File: src/rtl/fetch_decode_queue.sv
// Circular instruction queue between fetch and decode with valid/ready on both sides.
// Optional zero-latency empty-queue bypass is enabled by defining FDQ_BYPASS_EN.
module fetch_decode_queue #(
  parameter int DEPTH = 4,
  parameter int PTR_W = 2
) (
  input  logic             clk,
  input  logic             rst,
  input  logic             flush,
  input  logic             in_valid,
  input  logic [31:0]      in_instr,
  input  logic [31:0]      in_pc_plus1,
  output logic             in_ready,
  output logic             out_valid,
  output logic [31:0]      out_instr,
  output logic [31:0]      out_pc_plus1,
  input  logic             out_ready,
  output logic [PTR_W:0]   count,
  output logic             overflow
);

  localparam logic [PTR_W:0] FULL_CNT = (PTR_W + 1)'(DEPTH);

  logic [31:0]    instr_mem_q [DEPTH];
  logic [31:0]    pc_mem_q    [DEPTH];
  logic [PTR_W-1:0] wr_ptr_q, wr_ptr_d;
  logic [PTR_W-1:0] rd_ptr_q, rd_ptr_d;
  logic [PTR_W:0]   count_q,  count_d;
  logic             overflow_q, overflow_d;

  logic head_valid;
  logic bypass;
  logic push;
  logic pop;

  // NOTE: every signal driven here gets a default first, so no path leaves it unassigned and no latch is inferred.
  always_comb begin
    head_valid = (count_q != '0);
    in_ready   = (count_q != FULL_CNT);
    bypass     = 1'b0;
`ifdef FDQ_BYPASS_EN
    bypass     = !head_valid && in_valid && !flush;
`endif
    out_valid    = (head_valid || bypass) && !flush;
    out_instr    = '0;
    out_pc_plus1 = '0;
    if (bypass) begin
      out_instr    = in_instr;
      out_pc_plus1 = in_pc_plus1;
    end else if (head_valid) begin
      out_instr    = instr_mem_q[rd_ptr_q];
      out_pc_plus1 = pc_mem_q[rd_ptr_q];
    end

    // A bypassed word that decode takes right away never touches storage.
    push = in_valid && in_ready && !flush && !(bypass && out_ready);
    pop  = head_valid && out_ready && !flush;
  end

  always_comb begin
    wr_ptr_d   = wr_ptr_q + PTR_W'(push);
    rd_ptr_d   = rd_ptr_q + PTR_W'(pop);
    count_d    = count_q + (PTR_W + 1)'(push) - (PTR_W + 1)'(pop);
    overflow_d = overflow_q | (in_valid & ~in_ready & ~flush);
    if (flush) begin
      wr_ptr_d = '0;
      rd_ptr_d = '0;
      count_d  = '0;
    end
  end

  // NOTE: sequential state uses non-blocking assignments so every register samples pre-edge values.
  always_ff @(posedge clk or posedge rst) begin
    if (rst) begin
      wr_ptr_q   <= '0;
      rd_ptr_q   <= '0;
      count_q    <= '0;
      overflow_q <= 1'b0;
    end else begin
      wr_ptr_q   <= wr_ptr_d;
      rd_ptr_q   <= rd_ptr_d;
      count_q    <= count_d;
      overflow_q <= overflow_d;
    end
  end

  // NOTE: storage is not reset; empty-queue outputs are forced to zero, so stale contents are never visible.
  always_ff @(posedge clk) begin
    if (push) begin
      instr_mem_q[wr_ptr_q] <= in_instr;
      pc_mem_q[wr_ptr_q]    <= in_pc_plus1;
    end
  end

  assign count    = count_q;
  assign overflow = overflow_q;

endmodule

File: config.mk
export PLATFORM = sky130hd
export DESIGN_NAME = fetch_decode_queue
export DESIGN_NICKNAME = d
export VERILOG_FILES = /design/src/rtl/fetch_decode_queue.sv
export SDC_FILE = /design/constraint.sdc
export NUM_CORES = 1
export LEC_CHECK = 0
export CORE_MARGIN = 5
export CORE_UTILIZATION = 35
export CTS_CLUSTER_SIZE = 12
export DETAILED_ROUTE_END_ITERATION = 12
export MAX_ROUTING_LAYER = met4
export SLEW_MARGIN = 20
export SYNTH_ARGS = -nofsm -noshare
export SYNTH_HDL_FRONTEND = slang
export SYNTH_SLANG_ARGS = --single-unit
File: constraint.sdc
create_clock -name clk -period 17.5 [get_ports clk]
set_input_delay 3.5 -clock clk [delete_from_list [all_inputs] [get_ports clk]]
set_output_delay 3.5 -clock clk [all_outputs]
set_load 0.1 [all_outputs]
==> flow_summary.json <==
{
  "grt_pass1_wl_um": 30380,
  "vdd_drop_max_uv": 104.8,
  "setup_viol": 0,
  "yosys-top-cells-area": "edfxtp_1 75%, mux4_2 13%, and2_1 4.0%",
  "wire_per_inst_um": 19.23,
  "hold_depth": 1,
  "die_area_mm2": 0.03262,
  "synth_fa_ha_area_frac": 0.006877,
  "holdBufCountCts": 0,
  "synth_xor_area_frac": 0.003930,
  "drt_iter0_drc": 154,
  "synth_compound_area_frac": 0.0008596,
  "drive_above_1_share": 0.1877,
  "track_usage": 0.1202,
  "rows": 62,
  "num_io_pins": 139,
  "synth_cell_type_count": 25,
  "syn2layout_area_growth_pct": 25.69,
  "num_vias": 4731,
  "cp.required_ns": 14.00,
  "wirelength_um": 19270,
  "start_util": 0.3550,
  "syn-num-nets": 520,
  "clock_latency_ns": 0.54,
  "status": "completed",
  "finClkSkew_ns": 0.01950,
  "post_cts_buffers": 0,
  "numCtsBuffers": 28,
  "worst_slack_ns": 8.525,
  "synth_warnings": 0,
  "cp_common_cell": "clkdlybuf4s50_1",
  "hold_viol_final": 0,
  "portBuffers": 138,
  "path_clk_slew_ns": 0.06,
  "yosys_register_bits": 264,
  "num-nets-final": 674,
  "cp-end-kind": "output pin",
  "synth_top_family_by_area": "multiplexers",
  "path_cells": "clkdlybuf4s50_1 > inv_1 > and2_1 > clkdlybuf4s50_1",
  "synth_flop_cell": "edfxtp_1",
  "synth-simple-area-share": 0.05010,
  "fill_cells": 2483,
  "setup-tns-final_ns": 0,
  "antenna_found_initial": 0,
  "synth_most_common_cell": "edfxtp_1",
  "synthCells": 446,
  "synthArstFlopShare": 0.03030,
  "dp.cells": 954,
  "utilization": 0.4462,
  "cts_tree": "yes",
  "dp_hpwl_um": 11250,
  "period_share": 0.5128,
  "globalplace.congestion": 0.6954,
  "cap_violations": 0,
  "drc": 0,
  "die_h_um": 180.6,
  "yosysTopAreaCell": "edfxtp_1",
  "crit_family": "buffers and inverters",
  "clock-sinks": 264,
  "die_w_um": 180.6,
  "r2r_start": "count[1]$_DFF_PP0_",
  "synth_top_cells_by_count": "256 x edfxtp_1, 65 x and2_1, 60 x mux4_2",
  "antenna_left": 0,
  "cp_num_buf_inv": 3,
  "tightestPinTransition_ns": 1.079,
  "syn_avg_cell_area_um2": 22.84,
  "path_max_fanout": 9,
  "fp.coreArea_mm2": 0.02870,
  "worst_setup_path_start_kind": "input port",
  "drv_slew": 0,
  "cp.depth": 4,
  "htreeDepth": 1,
  "dr.pass1.iters": 4,
  "rsz0062_at_grt": "false",
  "grt_pass1_vias": 5287,
  "fin_crit_ns": 8.975,
  "hold_start": "overflow$_DFF_PP0_",
  "critPathMaxStageDelay_ns": 1.13,
  "synthMuxAreaShare": 0.1429,
  "cts.repair.resized": 0,
  "syn_area_mm2": 0.01019,
  "pwr_density_cell_mw_per_mm2": 169.0,
  "pre_cts_ws_ns": 8.524,
  "netlist.area_leader.share": 0.7545,
  "cp.arrival_ns": 5.47,
  "fmaxAchievable_mhz": 111.4,
  "cts_buffer_depth": 3,
  "overflow": 0,
  "via_per_inst": 4.722,
  "synth_edf_count": 256,
  "antennaDiodeCount": 0,
  "hp-class": "register to register",
  "ys_seq_area_frac": 0.7742,
  "cp_slowest_cell": "clkdlybuf4s50_1",
  "p_leak_nw": 4.043,
  "min_to": "overflow$_DFF_PP0_",
  "r2r_cells": 10,
  "fin_cells": 1002,
  "clock-root-buffer": "clkbuf_16",
  "critical_path_class": "input port to output pin",
  "r2r_end": "count[2]$_DFF_PP0_",
  "reg2reg_slack_ns": 14.61,
  "grt_max_degree": 67,
  "relSlewSlack": 0.2790
}
routing by layer:
metal	GRT usage	routed length [um]
met5	-	0
met4	0.02783	456
met2	0.2000	9842
met1	0.1522	8150
met3	0.02665	817
registers in the layout, indices dropped and copies added (netlist names):
signal,count
instr_mem_q,128
pc_mem_q,128
count,3
rd_ptr_q,2
wr_ptr_q,2
overflow,1
how the worst max path moves through the flow:
stage | startpoint | to | slack [ns]
2_1_floorplan | flush | instr_mem_q[1][0]$_DFFE_PP_ | 6.33
3_3_place_gp | flush | out_valid | 8.55
3_5_place_dp | flush | out_valid | 8.52
4_1_cts | flush | out_valid | 8.52
5_1_grt | flush | out_valid | 8.47
6_report | flush | out_valid | 8.53
cell usage in the layout (no fill, tap or decap), types with 3 or more instances in the layout:
master / netlist / routed
clkdlybuf4s50_1: 0 / 138
clkinv_2: 0 / 5
ha_1: 4 / 4
inv_1: 5 / 5
nor2b_1: 3 / 3
buf_4: 0 / 8
mux4_1: 4 / 4
and2_1: 65 / 65
nor2_1: 5 / 5
clkbuf_16: 0 / 28
mux4_2: 60 / 60
clkbuf_1: 8 / 9
edfxtp_1: 256 / 256
dfrtp_1: 8 / 6
power by group:
part	internal, mW	switching (mW)
combinational	0.221	0.659
sequential	0.724	0.0201
clock	0.316	0.223
total	1.26	0.902
final cells by class:
| class | count | area, um^2 | area share |
|---|---|---|---|
| Timing Repair Buffer | 146 | 1441 | 0.1126 |
| Sequential cell | 264 | 7895 | 0.6165 |
| Multi-Input combinational cell | 155 | 2126 | 0.1660 |
| Inverter | 5 | 18.77 | 0.001466 |
| Clock buffer | 39 | 762.0 | 0.05950 |
| Clock inverter | 9 | 82.58 | 0.006448 |
| Tap cell | 384 | 480.5 | 0.03752 |
metrics by stage:
step / area [um^2] / power [mW] / hold slack [ns]
after detailed placement: 11960 / 1.651 / 0.4559
after CTS: 12810 / 2.200 / 0.4687
after floorplan: 10190 / 1.448 / 0.5561
final: 12810 / 2.164 / 0.4685
after global placement: 11960 / 1.647 / 0.4562
after global routing: 12810 / 2.241 / 0.4857
worst register-to-register path, stage by stage (launching register included):
cell     delay (ns)
dfrtp_1        0.44
or3_2          0.49
buf_4          0.35
and3_1         0.33
ha_1           0.28
inv_1          0.06
ha_1           0.13
inv_1          0.05
fa_1           0.39
xnor3_1        0.22
nor2_1         0.04
cell families (layout without fill, tap and decap cells):
family,after synthesis,after routing
multiplexers,64,64
AND/OR/NAND/NOR,82,82
AO/OA/AOI/OAI,1,1
adder cells (fa/ha/maj),5,5
XOR/XNOR,3,3
flip-flops,264,264
buffers and inverters,27,199
Power figures use the tool's default switching activity.
==> RTL change, RTL diff (same settings) <==
Register the output `overflow` once more, without a reset; this adds one clock of latency there. The other outputs are not delayed to match.
--- a/src/rtl/fetch_decode_queue.sv
+++ b/src/rtl/fetch_decode_queue.sv
@@ -93,7 +93,9 @@
   end
 
   assign count    = count_q;
-  assign overflow = overflow_q;
+  always_ff @(posedge clk) begin
+    overflow <= overflow_q;
+  end
 
 endmodule
 
Function: changed (Yosys sat finds a counterexample within 10 cycles, from zero or initial values and one cycle with rst high).
==> RTL change against the unedited design <==
Sequential cell count is 1 higher; global-route usage grew 0.37 points; cell area grew 0.50%; wire length increased by 2.5%; combinational power rose by 0.6%; sequential share of layout area down 0.15 points; cell count rose by 1.0%; total power grew 0.64%; setup slack improved by 1.4 ps; die area grew 0.19%; area after synthesis rose by 0.20%.
==> RTL change: results (changes against the unedited design) <==
.. list-table::
   :header-rows: 1

   * - Metric
     - Value
   * - Run status
     - complete, no violations (unchanged)
   * - Met1 GRT Util
     - 16.28% (was 15.22%)
   * - Number of antenna violations at the first check in global routing
     - 1 (was 0)
   * - Launch point of the worst hold path
     - overflow_q$_DFF_PP0_ (was overflow$_DFF_PP0_)
   * - First-pass GRT wire length
     - 31260 um (was 30380 um)
   * - Via count of the first global-routing pass
     - 5385 (was 5287)
   * - Gpl congestion
     - 0.7095 (was 0.6954)
   * - Avg WL per Cell
     - 19.52 um (was 19.23 um)
   * - Drt total wl
     - 19750 um (was 19270 um)
   * - Largest vdd supply drop
     - 0.09526 mV (was 0.1048 mV)
   * - Top cells by area in the synthesized netlist
     - edfxtp_1 (75%), mux4_2 (13%), and2_1 (4.0%) (unchanged)
   * - Netlist cell types
     - 26 (was 25)
   * - Capture endpoint of the worst hold path
     - overflow$_DFF_P_ (was overflow$_DFF_PP0_)
   * - Grt met2 use
     - 19.87% (was 20.00%)
   * - FF-to-FF path depth
     - 9 (was 10)
   * - Register-to-register setup slack
     - 14730 ps (was 14610 ps)
   * - Number of buffers inserted during clock tree synthesis
     - 29 (was 28)
   * - Normalized max-slew margin
     - 29.52% (was 27.90%)
   * - Clock skew after layout
     - 15.28 ps (was 19.50 ps)
   * - Part of the Yosys area used for sequential elements
     - 77.46% (was 77.42%)
   * - Placed instance area
     - 12010 um^2 (was 11960 um^2)
   * - Inst Count DP
     - 959 (was 954)
   * - Fraction of registers with async set/reset
     - 3.019% (was 3.030%)
   * - Total Routing Usage GR
     - 12.38% (was 12.02%)
   * - Fraction of layout cells with a size suffix above 1
     - 19.01% (was 18.77%)
   * - Worst hold margin
     - 372.4 ps (was 468.5 ps)
   * - Total vias in the final route
     - 4799 (was 4731)
   * - Leak pwr
     - 4.075 nW (was 4.043 nW)
   * - Power density cells
     - 169.2 nW/um^2 (was 169.0 nW/um^2)
==> RTL change: cell type report <==
| type | count | area [um^2] | share of cell area, % |
|---|---|---|---|
| antenna | 2 | 5.005 | 0.03889 |
| multi-input combinational | 155 | 2125 | 16.51 |
| inverter | 5 | 18.77 | 0.1458 |
| clock inverter | 10 | 53.80 | 0.4180 |
| sequential | 265 | 7915 | 61.50 |
| tap | 384 | 480.5 | 3.733 |
| clock buffer | 41 | 800.8 | 6.222 |
| timing repair buffer | 150 | 1471 | 11.43 |
==> RTL change: worst reg2reg max path, cell delays in order, from the launching register on <==
cell	delay (ps)
dfrtp_1	430
or3_4	710
and3_1	350
ha_1	270
inv_1	50
ha_1	130
inv_1	50
fa_1	390
xnor3_1	210
nor2_1	50
==> RTL change: metal layers <==
metal	vias to the layer above	wire length [um]
met4	0	439
met3	34	1052
li1	2138	-
met2	124	9561
met1	2503	8700
met5	-	0
==> RTL change: how the worst max path moves through the flow <==
stage                from                          end
floorplan           flush  instr_mem_q[1][0]$_DFFE_PP_
global placement    flush                    out_valid
detailed placement  flush                    out_valid
CTS                 flush                    out_valid
global route        flush                    out_valid
finish              flush                    out_valid
==> RTL change: cells by family (layout without fill, tap and decap cells) <==
logic type      Yosys count  in the layout  synth area share (%)
flops                   265            265                 77.46
simple gates             82             82                 5.001
mux                      64             64                 14.27
buf+inv                  27            206                 2.108
fa+ha+maj                 5              5                0.6864
xor+xnor                  3              3                0.3922
compound gates            1              1               0.08581
other cells               0              2                     0
==> RTL change: metrics by stage <==
step,power [mW],util [%]
3_5_place_dp,1.655,41.73
5_1_grt,2.255,44.71
4_1_cts,2.206,44.70
2_1_floorplan,1.451,-
3_3_place_gp,1.651,41.72
6_report,2.178,44.72
==> RTL change: power breakdown <==
part	total (mW)	internal (mW)	switching, mW	leakage [nW]
Combinational	0.885	0.221	0.663	1.22
Clock	0.547	0.316	0.230	0.418
Sequential	0.746	0.727	0.0190	2.43
